--- src/rtl/pc_fetch_unit_if.sv ---
// rtl/pc_fetch_unit_if.sv - fetch unit bus: redirects, stall, imem handshake, decode outputs
interface pc_fetch_unit_if;
  logic [31:0] pc_plus4;
  logic        branch_taken;
  logic [31:0] branch_target;
  logic        jump;
  logic [31:0] jump_target;
  logic        stall;
  logic        imem_ack;
  logic [31:0] imem_data;
  logic [31:0] pc;
  logic        imem_req;
  logic [31:0] inst;
  logic        inst_valid;
  logic [31:0] inst_pc;
  logic        misaligned;

  modport master (
    output pc_plus4, branch_taken, branch_target, jump, jump_target,
           stall, imem_ack, imem_data,
    input  pc, imem_req, inst, inst_valid, inst_pc, misaligned
  );

  modport slave (
    input  pc_plus4, branch_taken, branch_target, jump, jump_target,
           stall, imem_ack, imem_data,
    output pc, imem_req, inst, inst_valid, inst_pc, misaligned
  );
endinterface

--- src/rtl/pc_fetch_unit.sv ---
// rtl/pc_fetch_unit.sv - PC sequencing and instruction fetch with redirect, stall buffer and flush
module pc_fetch_unit #(
  parameter logic [31:0] RESET_VECTOR = 32'h0000_0000,
  parameter logic [31:0] EXC_VECTOR   = 32'h0000_0080
) (
  input  logic            clk,
  input  logic            rst_n,
  pc_fetch_unit_if.slave  bus
);

  typedef enum logic [1:0] {BOOT, FETCH, BUFFERED} state_t;

  state_t      r_state;
  logic [31:0] r_pc;
  logic        r_imem_req;
  logic [31:0] r_inst;
  logic [31:0] r_inst_pc;
  logic        r_inst_valid;
  logic        r_misaligned;
  logic        r_pend;
  logic [31:0] r_pend_target;
  logic [31:0] r_buf;
  logic [31:0] r_buf_pc;

  logic        w_redirect;
  logic [31:0] w_sel_target;
  logic [31:0] w_fix_target;
  logic        w_fix_mis;
  logic [31:0] w_next_pc;

  assign w_redirect   = bus.jump | bus.branch_taken;
  assign w_sel_target = bus.jump ? bus.jump_target : bus.branch_target;
  // A redirect arriving this cycle beats one latched while waiting for ack
  assign w_fix_target = w_redirect ? w_sel_target : r_pend_target;
  assign w_fix_mis    = |w_fix_target[1:0];
  assign w_next_pc    = w_fix_mis ? EXC_VECTOR : w_fix_target;

  always_ff @(posedge clk or negedge rst_n) begin
    if (!rst_n) begin
      r_state       <= BOOT;
      r_pc          <= RESET_VECTOR;
      r_imem_req    <= 1'b0;
      r_inst        <= 32'h0;
      r_inst_pc     <= 32'h0;
      r_inst_valid  <= 1'b0;
      r_misaligned  <= 1'b0;
      r_pend        <= 1'b0;
      r_pend_target <= 32'h0;
      r_buf         <= 32'h0;
      r_buf_pc      <= 32'h0;
    end else begin
      r_misaligned <= 1'b0;
      case (r_state)
        BOOT: begin
          r_state    <= FETCH;
          r_imem_req <= 1'b1;
        end
        FETCH: begin
          if (!bus.imem_ack) begin
            if (w_redirect) begin
              r_pend        <= 1'b1;
              r_pend_target <= w_sel_target;
            end
            if (w_redirect || !bus.stall) r_inst_valid <= 1'b0;
          end else if (w_redirect || r_pend) begin
            r_pc         <= w_next_pc;
            r_misaligned <= w_fix_mis;
            r_pend       <= 1'b0;
            r_inst_valid <= 1'b0;
          end else if (!bus.stall) begin
            r_inst       <= bus.imem_data;
            r_inst_pc    <= r_pc;
            r_inst_valid <= 1'b1;
            r_pc         <= bus.pc_plus4;
          end else begin
            // Decode is stalled: park the word and stop requesting
            r_buf      <= bus.imem_data;
            r_buf_pc   <= r_pc;
            r_pc       <= bus.pc_plus4;
            r_state    <= BUFFERED;
            r_imem_req <= 1'b0;
          end
        end
        BUFFERED: begin
          if (w_redirect) begin
            r_pc         <= w_next_pc;
            r_misaligned <= w_fix_mis;
            r_inst_valid <= 1'b0;
            r_state      <= FETCH;
            r_imem_req   <= 1'b1;
          end else if (!bus.stall) begin
            r_inst       <= r_buf;
            r_inst_pc    <= r_buf_pc;
            r_inst_valid <= 1'b1;
            r_state      <= FETCH;
            r_imem_req   <= 1'b1;
          end
        end
        default: begin
          r_state    <= BOOT;
          r_imem_req <= 1'b0;
        end
      endcase
    end
  end

  assign bus.pc         = r_pc;
  assign bus.imem_req   = r_imem_req;
  assign bus.inst       = r_inst;
  assign bus.inst_valid = r_inst_valid;
  assign bus.inst_pc    = r_inst_pc;
  assign bus.misaligned = r_misaligned;

endmodule
--- src/flat_wrapper.sv ---
// flat-port wrapper written by rule: the top's interface ports become plain ports
module pc_fetch_unit_flat 
#(
  parameter logic [31:0] RESET_VECTOR = 32'h0000_0000,
  parameter logic [31:0] EXC_VECTOR   = 32'h0000_0080
)
  (clk, rst_n, bus_pc_plus4, bus_branch_taken, bus_branch_target, bus_jump, bus_jump_target, bus_stall, bus_imem_ack, bus_imem_data, bus_pc, bus_imem_req, bus_inst, bus_inst_valid, bus_inst_pc, bus_misaligned);
  pc_fetch_unit_if bus_i ();
  input  logic clk;
  input  logic rst_n;
  input wire logic [$bits(bus_i.pc_plus4)-1:0] bus_pc_plus4;
  input wire logic [$bits(bus_i.branch_taken)-1:0] bus_branch_taken;
  input wire logic [$bits(bus_i.branch_target)-1:0] bus_branch_target;
  input wire logic [$bits(bus_i.jump)-1:0] bus_jump;
  input wire logic [$bits(bus_i.jump_target)-1:0] bus_jump_target;
  input wire logic [$bits(bus_i.stall)-1:0] bus_stall;
  input wire logic [$bits(bus_i.imem_ack)-1:0] bus_imem_ack;
  input wire logic [$bits(bus_i.imem_data)-1:0] bus_imem_data;
  output wire logic [$bits(bus_i.pc)-1:0] bus_pc;
  output wire logic [$bits(bus_i.imem_req)-1:0] bus_imem_req;
  output wire logic [$bits(bus_i.inst)-1:0] bus_inst;
  output wire logic [$bits(bus_i.inst_valid)-1:0] bus_inst_valid;
  output wire logic [$bits(bus_i.inst_pc)-1:0] bus_inst_pc;
  output wire logic [$bits(bus_i.misaligned)-1:0] bus_misaligned;
  assign bus_i.pc_plus4 = bus_pc_plus4;
  assign bus_i.branch_taken = bus_branch_taken;
  assign bus_i.branch_target = bus_branch_target;
  assign bus_i.jump = bus_jump;
  assign bus_i.jump_target = bus_jump_target;
  assign bus_i.stall = bus_stall;
  assign bus_i.imem_ack = bus_imem_ack;
  assign bus_i.imem_data = bus_imem_data;
  assign bus_pc = bus_i.pc;
  assign bus_imem_req = bus_i.imem_req;
  assign bus_inst = bus_i.inst;
  assign bus_inst_valid = bus_i.inst_valid;
  assign bus_inst_pc = bus_i.inst_pc;
  assign bus_misaligned = bus_i.misaligned;
  pc_fetch_unit #(.RESET_VECTOR(RESET_VECTOR), .EXC_VECTOR(EXC_VECTOR)) u_core (.clk(clk), .rst_n(rst_n), .bus(bus_i));
endmodule
--- config.mk ---
export PLATFORM = sky130hd
export DESIGN_NAME = pc_fetch_unit_flat
export DESIGN_NICKNAME = d
export VERILOG_FILES = /design/src/rtl/pc_fetch_unit_if.sv /design/src/rtl/pc_fetch_unit.sv /design/src/flat_wrapper.sv
export SDC_FILE = /design/constraint.sdc
export NUM_CORES = 1
export LEC_CHECK = 0
export BUFFER_PORTS_ARGS = -buffer_cell sky130_fd_sc_hd__buf_2
export CORE_UTILIZATION = 40
export DETAILED_ROUTE_END_ITERATION = 10
export REMOVE_ABC_BUFFERS = 1
export SYNTH_ARGS = -nofsm -noshare
export SYNTH_HDL_FRONTEND = slang
export SYNTH_SLANG_ARGS = --single-unit
--- constraint.sdc ---
create_clock -name clk -period 4 [get_ports clk]
set_input_delay 0.4 -clock clk [delete_from_list [all_inputs] [get_ports clk]]
set_output_delay 0.4 -clock clk [all_outputs]
set_load 0.05 [all_outputs]
**Word level (Yosys, flattened, before mapping)**

Index checks and enable logic that the tools add are counted.

- Bitwise gates (word level): 3
- Equal/unequal tests: 12
- Reductions and logical operators: 14
- Muxes and demuxes: 44

Operators by type and width:

| cell | count |
|---|---|
| $mux W32 | 16 |
| $pmux W32 S2 | 3 |
| $mux W1 | 16 |
| $ne A2 B2 Y1 const B | 6 |
| $mux W2 | 5 |
| $reduce_and A4 Y1 | 2 |
| $ne A3 B2 Y1 const B | 2 |
| $pmux W2 S3 | 1 |
| $reduce_and A3 Y1 | 2 |
| $reduce_and A6 Y1 | 1 |
| $ne A2 B1 Y1 const B | 2 |
| $pmux W1 S2 | 2 |
| $reduce_and A2 Y1 | 2 |
| $reduce_bool A2 Y1 | 2 |
| $pmux W1 S3 | 1 |
| $eq A2 B1 Y1 const B | 1 |
| $eq A2 B2 Y1 const B | 1 |
| $logic_not A2 Y1 | 1 |
| $logic_or A1 B1 Y1 | 2 |
| $not A1 Y1 | 2 |
| $reduce_or A2 Y1 | 1 |
| $logic_not A1 Y1 | 1 |
| $or A1 B1 Y1 | 1 |

- Flip-flop bits (word level): 198
- Output and inout port bits: 99
- Logic and storage cells: 84
- Input bits: 134

**Logic depth before layout (Yosys ltp)**

Gate-level depths: netlist of the first run.

- Depth in word-level cells: 7
- Depth in mapped cells: 10
- Gate-level depth less buffers: 6

**Worst setup path before layout of the first run**

OpenSTA, ideal clock, no wires.

- Path type: register to register
- Start: register u_core.r_state[1]
- End: register u_core.r_pc[7] (netlist: u_core.bus.pc[7])
- Required time: 3.877 ns
- Clock period less this slack: 1.916 ns
- Cell stages (with the launch flop): 9
- Path slack: 2.084 ns
- Setup time: 0.123 ns
- Arrival: 1.793 ns
- Cells stage by stage: dfrtp_1 > inv_1 > ha_1 > buf_4 > mux2i_1 > a21o_1 > or3_1 > buf_2 > o221a_1

- Longest elaborated chain between the ends: 3
- Elaborated cells between the ends (all ways): 7
- Classes of those cells: 4 x eq/ne; 1 x mux; 2 x reduce/logical

Ends and longest elaborated chain:

| element | line | source |
|---|---|---|
| start, declared | pc_fetch_unit.sv:13 | `state_t r_state;` |
| start signal, assigned | pc_fetch_unit.sv:40 | `r_state <= BOOT;` |
| start signal, assigned | pc_fetch_unit.sv:55 | `r_state <= FETCH;` |
| start signal, assigned | pc_fetch_unit.sv:80 | `r_state <= BUFFERED;` |
| $eq A2 B2 Y1 / $eq A2 B1 Y1 (equally long branches) | pc_fetch_unit.sv:53 | `case (r_state)` |
| $ne A2 B1 Y1 (no line), or another cell as far along | n/a |  |
| $reduce_and A3 Y1 (no line) | n/a |  |
| end signal, assigned | pc_fetch_unit.sv:66 | `r_pc <= w_next_pc;` |
| end signal, assigned | pc_fetch_unit.sv:74 | `r_pc <= bus.pc_plus4;` |
| end signal, assigned | pc_fetch_unit.sv:79 | `r_pc <= bus.pc_plus4;` |
| end, declared | pc_fetch_unit.sv:14 | `logic [31:0] r_pc;` |

Parallel ways exist; a longest one is shown, timed or not.
A chain may end at the register's enable or synchronous reset.

**Worst setup path in the final report of the first run**

- Start: register u_core.r_state[1]
- End: register u_core.r_pc[25] (netlist: u_core.bus.pc[25])

Same word-level chain as after synthesis.

==> results of run 1 <==
==> flip-flops by register name, summed over array words and instances (netlist names) <==
register	flops
u_core.bus.imem_req	1
u_core.bus.inst	32
u_core.bus.inst_pc	32
u_core.bus.inst_valid	1
u_core.bus.misaligned	1
u_core.bus.pc	32
u_core.r_buf	32
u_core.r_buf_pc	32
u_core.r_pend	1
u_core.r_pend_target	32
u_core.r_state	2
==> power groups by stage <==
| stage | combinational (mW) | clock, mW | sequential, mW |
|---|---|---|---|
| global placement | 4.27 | 0 | 3.45 |
| floorplan | 1.65 | 0 | 4.99 |
| global route | 4.64 | 1.78 | 3.56 |
| detailed placement | 4.32 | 0 | 3.47 |
| finish | 4.29 | 1.66 | 3.42 |
| CTS | 4.33 | 1.70 | 3.43 |
==> per-stage QoR <==
stage	power (mW)	area (µm²)	std cells	utilization (%)
CTS	9.473	10790	1301	49.60
global placement	7.715	10220	1269	46.99
floorplan	6.632	8569	746	-
detailed placement	7.792	10220	1269	46.99
finish	9.371	10790	1302	49.61
global route	9.977	10790	1301	49.60
==> final cells by class <==
| class | instances | area, µm² |
|---|---|---|
| Clock buffer | 18 | 429.2 |
| Tap cell | 280 | 350.3 |
| Clock inverter | 14 | 140.1 |
| Fill cell | 2038 | 10960 |
| Inverter | 5 | 18.77 |
| Antenna cell | 1 | 2.502 |
| Timing Repair Buffer | 243 | 1252 |
| Sequential cell | 198 | 4955 |
| Multi-Input combinational cell | 543 | 3646 |
==> cell usage in the layout, fill, tap and decap left out, types with 2 or more instances in the layout <==
cell type and count:
a211oi_1 2, a21oi_1 59, a22o_1 3, a22oi_1 3, a31oi_1 2, buf_2 231, buf_4 11, clkbuf_16 17
clkinv_4 3, clkinv_8 2, dfrtp_1 198, ha_1 4, inv_1 5, inv_6 4, inv_8 3, mux2_1 2
mux2_2 65, mux2i_1 96, nand2_1 94, nand3b_1 2, nor2_1 61, nor2b_1 3, nor4_1 2, o21ai_0 77
o21ai_1 20, o22ai_1 29
==> synthesized netlist by cell type <==
library cell,instances
nor4_1,2
a22oi_1,3
o21ai_0,77
inv_1,5
o21ai_1,20
buf_1,3
nand4_2,1
buf_2,21
a211o_1,1
a211oi_1,2
dfrtp_1,198
nor3_2,1
nor2_1,61
a22o_1,3
clkbuf_1,32
a31oi_1,2
a32o_1,1
buf_6,2
nor4b_2,1
or3_1,1
nor2_2,1
and2_1,1
a21o_1,1
mux2i_1,96
a21oi_1,60
nand3b_1,2
or2_1,1
buf_4,2
o2111a_1,1
nand2b_1,2
mux2_2,65
nand3_1,1
and2b_1,1
o32a_1,1
ha_1,5
o22ai_1,29
mux2_1,2
nor2b_1,3
o221a_1,1
nand2_1,94
==> per-layer routing <==
metal / global-route usage [%] / routed length (µm)
met3: 4.424 / 1194
met1: 27.55 / 10650
met2: 31.27 / 9899
met4: 5.000 / 223
met5: 0 / 13
==> worst paths after layout <==
check,startpoint,cells after the start,slack [ps],end
setup reg to reg,u_core.r_state[1],7,1110,u_core.bus.pc[25]
max in group asynchronous,rst_n,2,2890,u_core.r_buf_pc[19]
min in group clk,bus_imem_data[5],2,200,u_core.r_buf[5]
hold / removal,rst_n,1,80,u_core.r_buf[8]
setup / recovery,u_core.r_state[1],7,1110,u_core.bus.pc[25]
hold reg to reg,u_core.bus.inst[30],2,480,u_core.bus.inst[30]
==> cell families after synthesis <==
group | Yosys count | synth area share [%]
compound gates | 202 | 12.46
fa+ha+maj | 5 | 0.7074
buf+inv | 65 | 3.311
flops | 198 | 56.03
mux | 163 | 19.40
simple gates | 173 | 8.093
==> impl_metrics.py, run 1 <==
metrics = {
    "global_route": {
        "grt_pass1_wl_um": 34200,
        "grt_pass1_vias": 6373,
        "track_usage_pct": 19.81,
        "antenna_found_initial": 2,
        "grt_max_degree": 121,
        "grt_overflow_total": 0,
    },
    "worst_setup_path": {
        "worst-path-max-fanout": 20,
        "end_kind": "register",
        "crit_chain": "inv_1 > ha_1 > mux2i_1 > a21o_1 > or3_1 > buf_4 > o22ai_1",
        "criticalPathCategory": "register to register",
        "worstPathRequired_ps": 4300,
        "max_stage_delay_ps": 740,
        "cpMaxStageDelayCell": "or3_1",
        "start_kind": "register",
        "path_buf_inv": 2,
        "worstPathArrival_ps": 3200,
        "cpLargestDelayFamily": "simple AND/OR/NAND/NOR gates",
    },
    "sta": {
        "skew_ps": 16.67,
        "rsz0062_at_grt": "no",
        "tns_ps": 0,
        "finalWorstSetupSlack_ps": 1107,
        "fmax_mhz": 345.7,
        "fin_hold_ws_ps": 82.19,
        "drv_slew": 0,
        "tightest_slew_ps": 1076,
        "fin_crit_sh_pct": 72.32,
        "setup-violations-final": 0,
        "hold_viol_final": 0,
        "post-route-min-period_ps": 2893,
        "slew_headroom_pct": 28.28,
    },
    "clock_tree": {
        "post-cts-setup-buffer-count": 0,
        "cts_buffer_depth": 2,
        "post_cts_resized": 0,
        "path_clk_slew_ps": 90,
        "clock_sinks": 198,
        "root_buffer": "clkbuf_16",
        "cts_buffers": 17,
        "ctsHoldBuffers": 0,
        "cts_tree": "yes",
        "h-tree-depth": 4,
        "clk_latency_ps": 430,
    },
    "synthesis": {
        "synth_cells": 806,
        "ys_ff_latch": 198,
        "yosys.area.top_type_share_pct": 56.03,
        "yosysTopAreaCell": "dfrtp_1",
        "avgSynthCellArea_um2": 10.97,
        "ys_seq_area_share_pct": 56.03,
        "synthTopCellsByArea": "dfrtp_1 (56%), mux2i_1 (11%), mux2_2 (8.3%), o21ai_0 (4.4%), nand2_1 (4.0%)",
        "yosysWarnings": 0,
        "synth.cell_area_um2": 8843,
        "yosysUniqueCellTypes": 40,
    },
    "floorplan": {
        "ios": 233,
        "coreArea_um2": 21760,
        "fp-row-count": 54,
        "fp.dieH_um": 150.7,
        "start_util_pct": 40.65,
        "dieArea_um2": 22710,
        "chipWidth_um": 150.7,
    },
    "pwr": {
        "p_seq_share_pct": 36.5,
        "pwr-share-clk_pct": 17.7,
        "p_leak_nw": 5.318,
        "switching_share_pct": 46.61,
        "internal-power_mw": 5.004,
        "p_sw_mw": 4.368,
        "p_per_area_nw_per_um2": 868.2,
        "p_comb_share_pct": 45.7,
        "ir_drop_v": 0.0003676,
    },
    "cells_and_area": {
        "nets": 1147,
        "drive_gt1_share_pct": 33.99,
        "syn_to_final_growth_pct": 22.06,
    },
    "place": {
        "gp_congestion": 0.7321,
        "dp_hpwl_um": 14430,
        "dpl_worst_slack_ps": 1143,
        "numPortBuffers": 232,
    },
    "outcome": {
        "status": "complete, no violations",
    },
    "detailed_routing": {
        "vias_per_cell": 5.085,
        "drtPass1Iterations": 5,
        "drc_errors": 0,
        "wl_per_cell_um": 16.88,
        "vias": 6621,
        "ant_nets": 0,
        "drtIter0Drc": 271,
        "routed_wl_um": 21980,
    },
    "run": {
        "cap_violations": 0,
    },
    "hold_path": {
        "hold_class": "input port to asynchronous set/reset pin",
    },
}
No activity file was read; power rests on OpenSTA's default activity.
==> run 2, diff against run 1 <==
- ABC_AREA: unset -> 1
- clock period: 4 -> 2.85 ns (I/O delays scaled with it)
==> run 2 against run 1 <==
Net effect: flip-flop and latch count is the same; combinational power is 68% higher; total power rose by 54%; global-route usage increased by 0.85 points; largest cell class unchanged; largest power group unchanged.
==> impl_metrics.py, run 2 <==
metrics = {
    "outcome": {
        "status": "complete, no violations",
    },
    "detailed_routing": {
        "wl_per_cell_um": 13.73,
        "vias_per_cell": 4.733,
        "drtIter0Drc": 414,
        "vias": 8241,
        "routed_wl_um": 23900,
        "drc_errors": 0,
        "drtPass1Iterations": 6,
        "ant_nets": 0,
    },
    "global_route": {
        "grt_pass1_vias": 7565,
        "track_usage_pct": 20.67,
        "grt_overflow_total": 0,
        "grt_pass1_wl_um": 39110,
        "antenna_found_initial": 1,
        "grt_max_degree": 87,
    },
    "pwr": {
        "p_leak_nw": 5.819,
        "ir_drop_v": 0.0005487,
        "p_per_area_nw_per_um2": 1259,
    },
    "cells_and_area": {
        "seqCellArea_um2": 4955,
        "final_cell_mix": "nand2_1 (367), buf_2 (231), dfrtp_1 (198)",
        "fillers": 2304,
        "multiInputGateArea_um2": 3669,
        "fin_area_um2": 11460,
        "diodes": 0,
        "syn_to_final_growth_pct": 22.08,
        "drive_gt1_share_pct": 21.29,
        "nets": 1554,
        "final_common_cell": "nand2_1",
    },
    "synthesis": {
        "synth_edf_count": 0,
        "synth_cells": 1216,
        "avgSynthCellArea_um2": 7.722,
        "synthAdderAreaFrac_pct": 0.6662,
        "synth.cell_area_um2": 9390,
        "async_flop_share_pct": 100.0,
        "synth_top_family_by_area": "simple AND/OR/NAND/NOR gates",
        "ys_seq_area_share_pct": 52.76,
        "ys_ff_latch": 198,
        "synthMuxAreaShare_pct": 0,
        "synth_compound_area_share_pct": 12.68,
        "synth_flop_cell": "dfrtp_1",
        "yosys.area.top_type_share_pct": 52.76,
        "yosys-top-cells-count": "nand2_1 (367), dfrtp_1 (198), o21ai_0 (124), nor2_1 (120), o21ai_1 (104)",
        "synthTopCellsByArea": "dfrtp_1 (53%), nand2_1 (15%), o21ai_0 (6.6%), o21ai_1 (5.5%), nand3_1 (5.1%)",
        "yosysTopAreaCell": "dfrtp_1",
        "synthSimpleGateAreaFrac_pct": 25.28,
        "yosysWarnings": 0,
        "synth_xor_area_share_pct": 0,
        "yosysUniqueCellTypes": 27,
        "synth.most_common_cell": "nand2_1",
    },
    "clock_tree": {
        "h-tree-depth": 4,
        "post-cts-setup-buffer-count": 0,
        "clock_sinks": 198,
        "cts_buffer_depth": 2,
        "path_clk_slew_ps": 70,
        "clk_latency_ps": 430,
        "cts_buffers": 17,
        "root_buffer": "clkbuf_16",
        "cts_tree": "yes",
    },
    "place": {
        "dp_hpwl_um": 15800,
        "post_dp_cell_area_um2": 10880,
        "numPortBuffers": 232,
        "gp_congestion": 0.7985,
    },
    "worst_setup_path": {
        "path_buf_inv": 3,
        "start_kind": "register",
        "regToRegSetupSlack_ps": 550,
        "end_kind": "register",
        "max_stage_delay_ps": 690,
        "worst-path-max-fanout": 86,
        "crit_chain": "inv_1 > ha_4 > buf_4 > buf_4 > o21ai_0 > o21ai_1",
        "cpLargestDelayFamily": "buffers and inverters",
        "cpMaxStageDelayCell": "buf_4",
        "worstPathRequired_ps": 3190,
        "crit_path_frequent_cell": "buf_4",
        "criticalPathCategory": "register to register",
        "worstPathArrival_ps": 2640,
    },
    "sta": {
        "tightest_slew_ps": 752.4,
        "slew_headroom_pct": 49.84,
        "skew_ps": 12.73,
        "setup-violations-final": 0,
        "fin_crit_sh_pct": 80.73,
        "drv_slew": 0,
        "tns_ps": 0,
        "post-route-min-period_ps": 2301,
        "hold_viol_final": 0,
        "rsz0062_at_grt": "no",
        "fmax_mhz": 434.7,
    },
    "run": {
        "cap_violations": 0,
    },
    "floorplan": {
        "coreArea_um2": 22850,
        "start_util_pct": 41.10,
        "fp.dieH_um": 155.2,
        "ios": 233,
        "dieArea_um2": 24090,
        "fp-row-count": 55,
        "chipWidth_um": 155.2,
    },
    "hold_path": {
        "hold_class": "input port to register",
    },
}
-- run 2: cell count changes in the layout (fill, tap and decap cells not counted), sizes merged, moves of 67 or more --
cell | previous run | this run
inv | 12 | 119
mux2 | 67 | 0
mux2i | 96 | 0
nand2 | 94 | 369
nand3 | 1 | 96
o21ai | 97 | 228
-- run 2: cell families after synthesis --
group / after synthesis
AOI/OAI and AO/OA: 236
adders and majority gates: 5
buffers and inverters: 187
DFF: 198
and+or+nand+nor: 590
-- run 2: worst register-to-register path: stages, from the launching register on --
cell and delay [ps]:
dfrtp_1 440, inv_1 140, ha_4 150, buf_4 400, buf_4 700, o21ai_0 230, o21ai_1 160
-- run 2: per-stage QoR --
step / hold WS (ps) / std cells / utilization, % / setup WS, ps / total power [mW]
floorplan: -10.59 / 1140 / - / -3028 / 10.13
global placement: 349.7 / 1708 / 47.61 / 641.5 / 12.04
detailed placement: 350.7 / 1708 / 47.61 / 545.8 / 12.16
CTS: 61.53 / 1741 / 50.18 / 548.7 / 14.61
global route: 69.96 / 1741 / 50.18 / 290.8 / 15.57
finish: 81.13 / 1741 / 50.18 / 549.3 / 14.43
-- run 2: power by group --
part           switching [mW]  internal [mW]
Clock                    1.12           1.26
Combinational            5.23           1.96
Sequential              0.673           4.19
-- run 2: layout make-up --
type | count | share of cell area (%)
Sequential cell | 198 | 43.22
Clock buffer | 19 | 3.864
Clock inverter | 13 | 1.168
Inverter | 111 | 3.656
Timing Repair Buffer | 256 | 12.67
Multi-Input combinational cell | 831 | 32.00
Tap cell | 313 | 3.416
-- run 2: repair_timing --
item,CTS,global route
hold buffers,1,0
hold endpoints to repair,68,0
gates resized for setup,0,0
-- run 2: worst paths after layout --
kind / from / end / cells after the start
min reg2reg: u_core.bus.inst[7] / u_core.bus.inst[7] / 2
max: u_core.r_state[0] / u_core.bus.inst_pc[29] / 6
max in group asynchronous: rst_n / u_core.bus.pc[3] / 3
max reg2reg: u_core.r_state[0] / u_core.bus.inst_pc[29] / 6
min in group asynchronous: rst_n / u_core.bus.inst[8] / 2
min: bus_imem_data[3] / u_core.r_buf[3] / 3
-- run 2: layer usage --
metal | vias up | wire [µm] | GRT usage, %
met1 | 3766 | 11710 | 29.83
met2 | 217 | 10750 | 32.63
met4 | 0 | 210 | 4.855
met5 | - | 0 | 0
li1 | 4242 | - | -
met3 | 16 | 1238 | 3.287
==> run 3, diff against run 2 <==
- PLACE_DENSITY: unset -> 0.65
- clock period: 2.85 -> 1.9 ns (I/O delays scaled with it)
==> run 3 against run 2 <==
Net effect: hold slack worse by 65 ps; register-to-register slack worse by 430 ps; highest routed layer is now met5; flip-flop and latch count unchanged; non-clock buffer count up 38; die area unchanged; cell count up 2.1%; largest power group unchanged.
==> impl_metrics.py, run 3 (synthesis gave the netlist of run 2 again) <==
metrics = {
    "outcome": {
        "status": "complete, no violations",
    },
    "sta": {
        "hold_viol_final": 0,
        "slew_headroom_pct": 69.69,
        "fin_hold_ws_ps": 15.99,
        "fin_crit_sh_pct": 93.46,
        "setup-violations-final": 0,
        "post-route-min-period_ps": 1776,
        "rsz0062_at_grt": "no",
        "drv_slew": 0,
        "skew_ps": 9.702,
        "tightest_slew_ps": 454.7,
        "fmax_mhz": 563.1,
    },
    "cells_and_area": {
        "nets": 1592,
        "final_cell_mix": "nand2_1 (367), buf_2 (231), dfrtp_1 (198)",
        "final_common_cell": "nand2_1",
        "fin_area_um2": 11860,
        "fillers": 2239,
        "seqCellArea_um2": 4955,
        "drive_gt1_share_pct": 21.65,
        "multiInputGateArea_um2": 3686,
        "syn_to_final_growth_pct": 26.25,
    },
    "place": {
        "post_dp_cell_area_um2": 11000,
        "dp_hpwl_um": 16690,
        "gp_congestion": 0.7983,
        "numPortBuffers": 232,
    },
    "hold_path": {
        "hold_path_end": "u_core.r_buf[14]",
        "min_path_cells": 3,
        "hold_class": "input port to register",
        "hold_start": "bus_imem_data[14]",
    },
    "global_route": {
        "antenna_found_initial": 1,
        "grt_overflow_total": 0,
        "grt_pass1_wl_um": 39110,
        "grt_pass1_vias": 7713,
        "grt_max_degree": 94,
        "track_usage_pct": 20.51,
    },
    "clock_tree": {
        "root_buffer": "clkbuf_16",
        "clk_latency_ps": 430,
        "cts_buffers": 17,
        "path_clk_slew_ps": 70,
        "cts_buffer_depth": 2,
        "h-tree-depth": 4,
        "cts_tree": "yes",
        "clock_sinks": 198,
    },
    "floorplan": {
        "chipWidth_um": 155.2,
        "fp-row-count": 55,
        "dieArea_um2": 24090,
        "fp.dieH_um": 155.2,
        "ios": 233,
        "coreArea_um2": 22850,
        "start_util_pct": 41.10,
    },
    "detailed_routing": {
        "routed_wl_um": 24250,
        "drc_errors": 0,
        "vias": 8484,
        "drtIter0Drc": 439,
        "ant_nets": 0,
        "drtPass1Iterations": 5,
        "vias_per_cell": 4.772,
        "wl_per_cell_um": 13.64,
    },
    "pwr": {
        "p_leak_nw": 5.966,
        "ir_drop_v": 0.0007528,
        "p_per_area_nw_per_um2": 1840,
    },
    "worst_setup_path": {
        "cpLargestDelayFamily": "flip-flops",
        "crit_path_frequent_cell": "nor2_1",
        "cpMaxStageDelayCell": "dfrtp_1",
        "path_buf_inv": 3,
        "r2r_cells": 10,
        "r2r_start": "u_core.r_state[0]",
        "worstSetupStartpoint": "u_core.r_state[0]",
        "regToRegSetupSlack_ps": 120,
        "worstPathRequired_ps": 2210,
        "max_stage_delay_ps": 430,
        "end_kind": "register",
        "criticalPathCategory": "register to register",
        "worst-path-max-fanout": 13,
        "worstPathArrival_ps": 2090,
        "start_kind": "register",
        "rr_endpoint": "u_core.bus.pc[12]",
        "crit_chain": "ha_2 > inv_2 > nor2_4 > a21oi_4 > nand2_2 > inv_4 > buf_12 > nand2_1 > nor2_1 > nor2_1",
    },
    "run": {
        "cap_violations": 0,
    },
}
==> run 3: changes by cell type in the layout (fill, tap and decap cells not counted), sizes merged <==
cell / change
dlygate4sd3: +24
inv: -3
bufinv: -1
clkinv: -2
diode: +1
clkinvlp: +4
buf: +13
clkbuf: +1
==> run 3: worst reg2reg max path, stage by stage, from the launching register on <==
cell	delay (ps)
dfrtp_1	430
ha_2	240
inv_2	140
nor2_4	60
a21oi_4	180
nand2_2	100
inv_4	130
buf_12	150
nand2_1	70
nor2_1	120
nor2_1	50
==> run 3: stage by stage <==
stage               TNS (ps)  setup slack (ps)  power [mW]  instances  utilization [%]
detailed placement         0             40.06       18.33       1719            48.13
floorplan            -510650             -3978       15.13       1140                -
global placement           0             117.0       18.08       1719            48.13
finish                     0             124.2       21.81       1778            51.89
global route               0             8.525       23.45       1777            51.88
CTS                        0             13.59       21.83       1774            51.58
==> run 3: repair_timing <==
| item | 4_1_cts | 5_1_grt |
|---|---|---|
| hold buffers | 25 | 0 |
| setup buffers | 0 | 2 |
| hold endpoints to repair | 71 | 0 |
| setup endpoints to repair | 0 | 75 |
| gates resized for setup | 0 | 6 |
==> run 3: worst max path at each step <==
| stage | cells after the start | slack, ps | end |
|---|---|---|---|
| 3_5_place_dp | 11 | 40 | u_core.bus.pc[12] |
| 4_1_cts | 11 | 10 | u_core.bus.pc[12] |
| 6_report | 10 | 120 | u_core.bus.pc[12] |
| 2_1_floorplan | 6 | -3980 | u_core.bus.inst[0] |
| 3_3_place_gp | 11 | 120 | u_core.bus.pc[21] |
| 5_1_grt | 10 | 9 | u_core.bus.pc[4] |
==> run 3: where the power goes <==
group | leakage, nW | switching, mW | total, mW | internal, mW
Sequential | 2.33 | 1.03 | 7.31 | 6.28
Combinational | 3.38 | 7.90 | 11.1 | 3.21
Clock | 0.248 | 1.66 | 3.39 | 1.73
==> run 3: layout make-up <==
class	instances	share of cell area, %
Sequential cell	198	41.79
Multi-Input combinational cell	831	31.09
Timing Repair Buffer	294	15.69
Clock buffer	19	3.736
Inverter	111	3.557
Tap cell	313	3.303
Clock inverter	11	0.8021
Antenna cell	1	0.02111
==> run 3: layer usage <==
metal / track usage [%] / part of all wire (%)
met1: 29.69 / 49
met2: 31.79 / 44
met3: 4.011 / 5.4
met4: 4.575 / 0.97
met5: 0 / 0.054
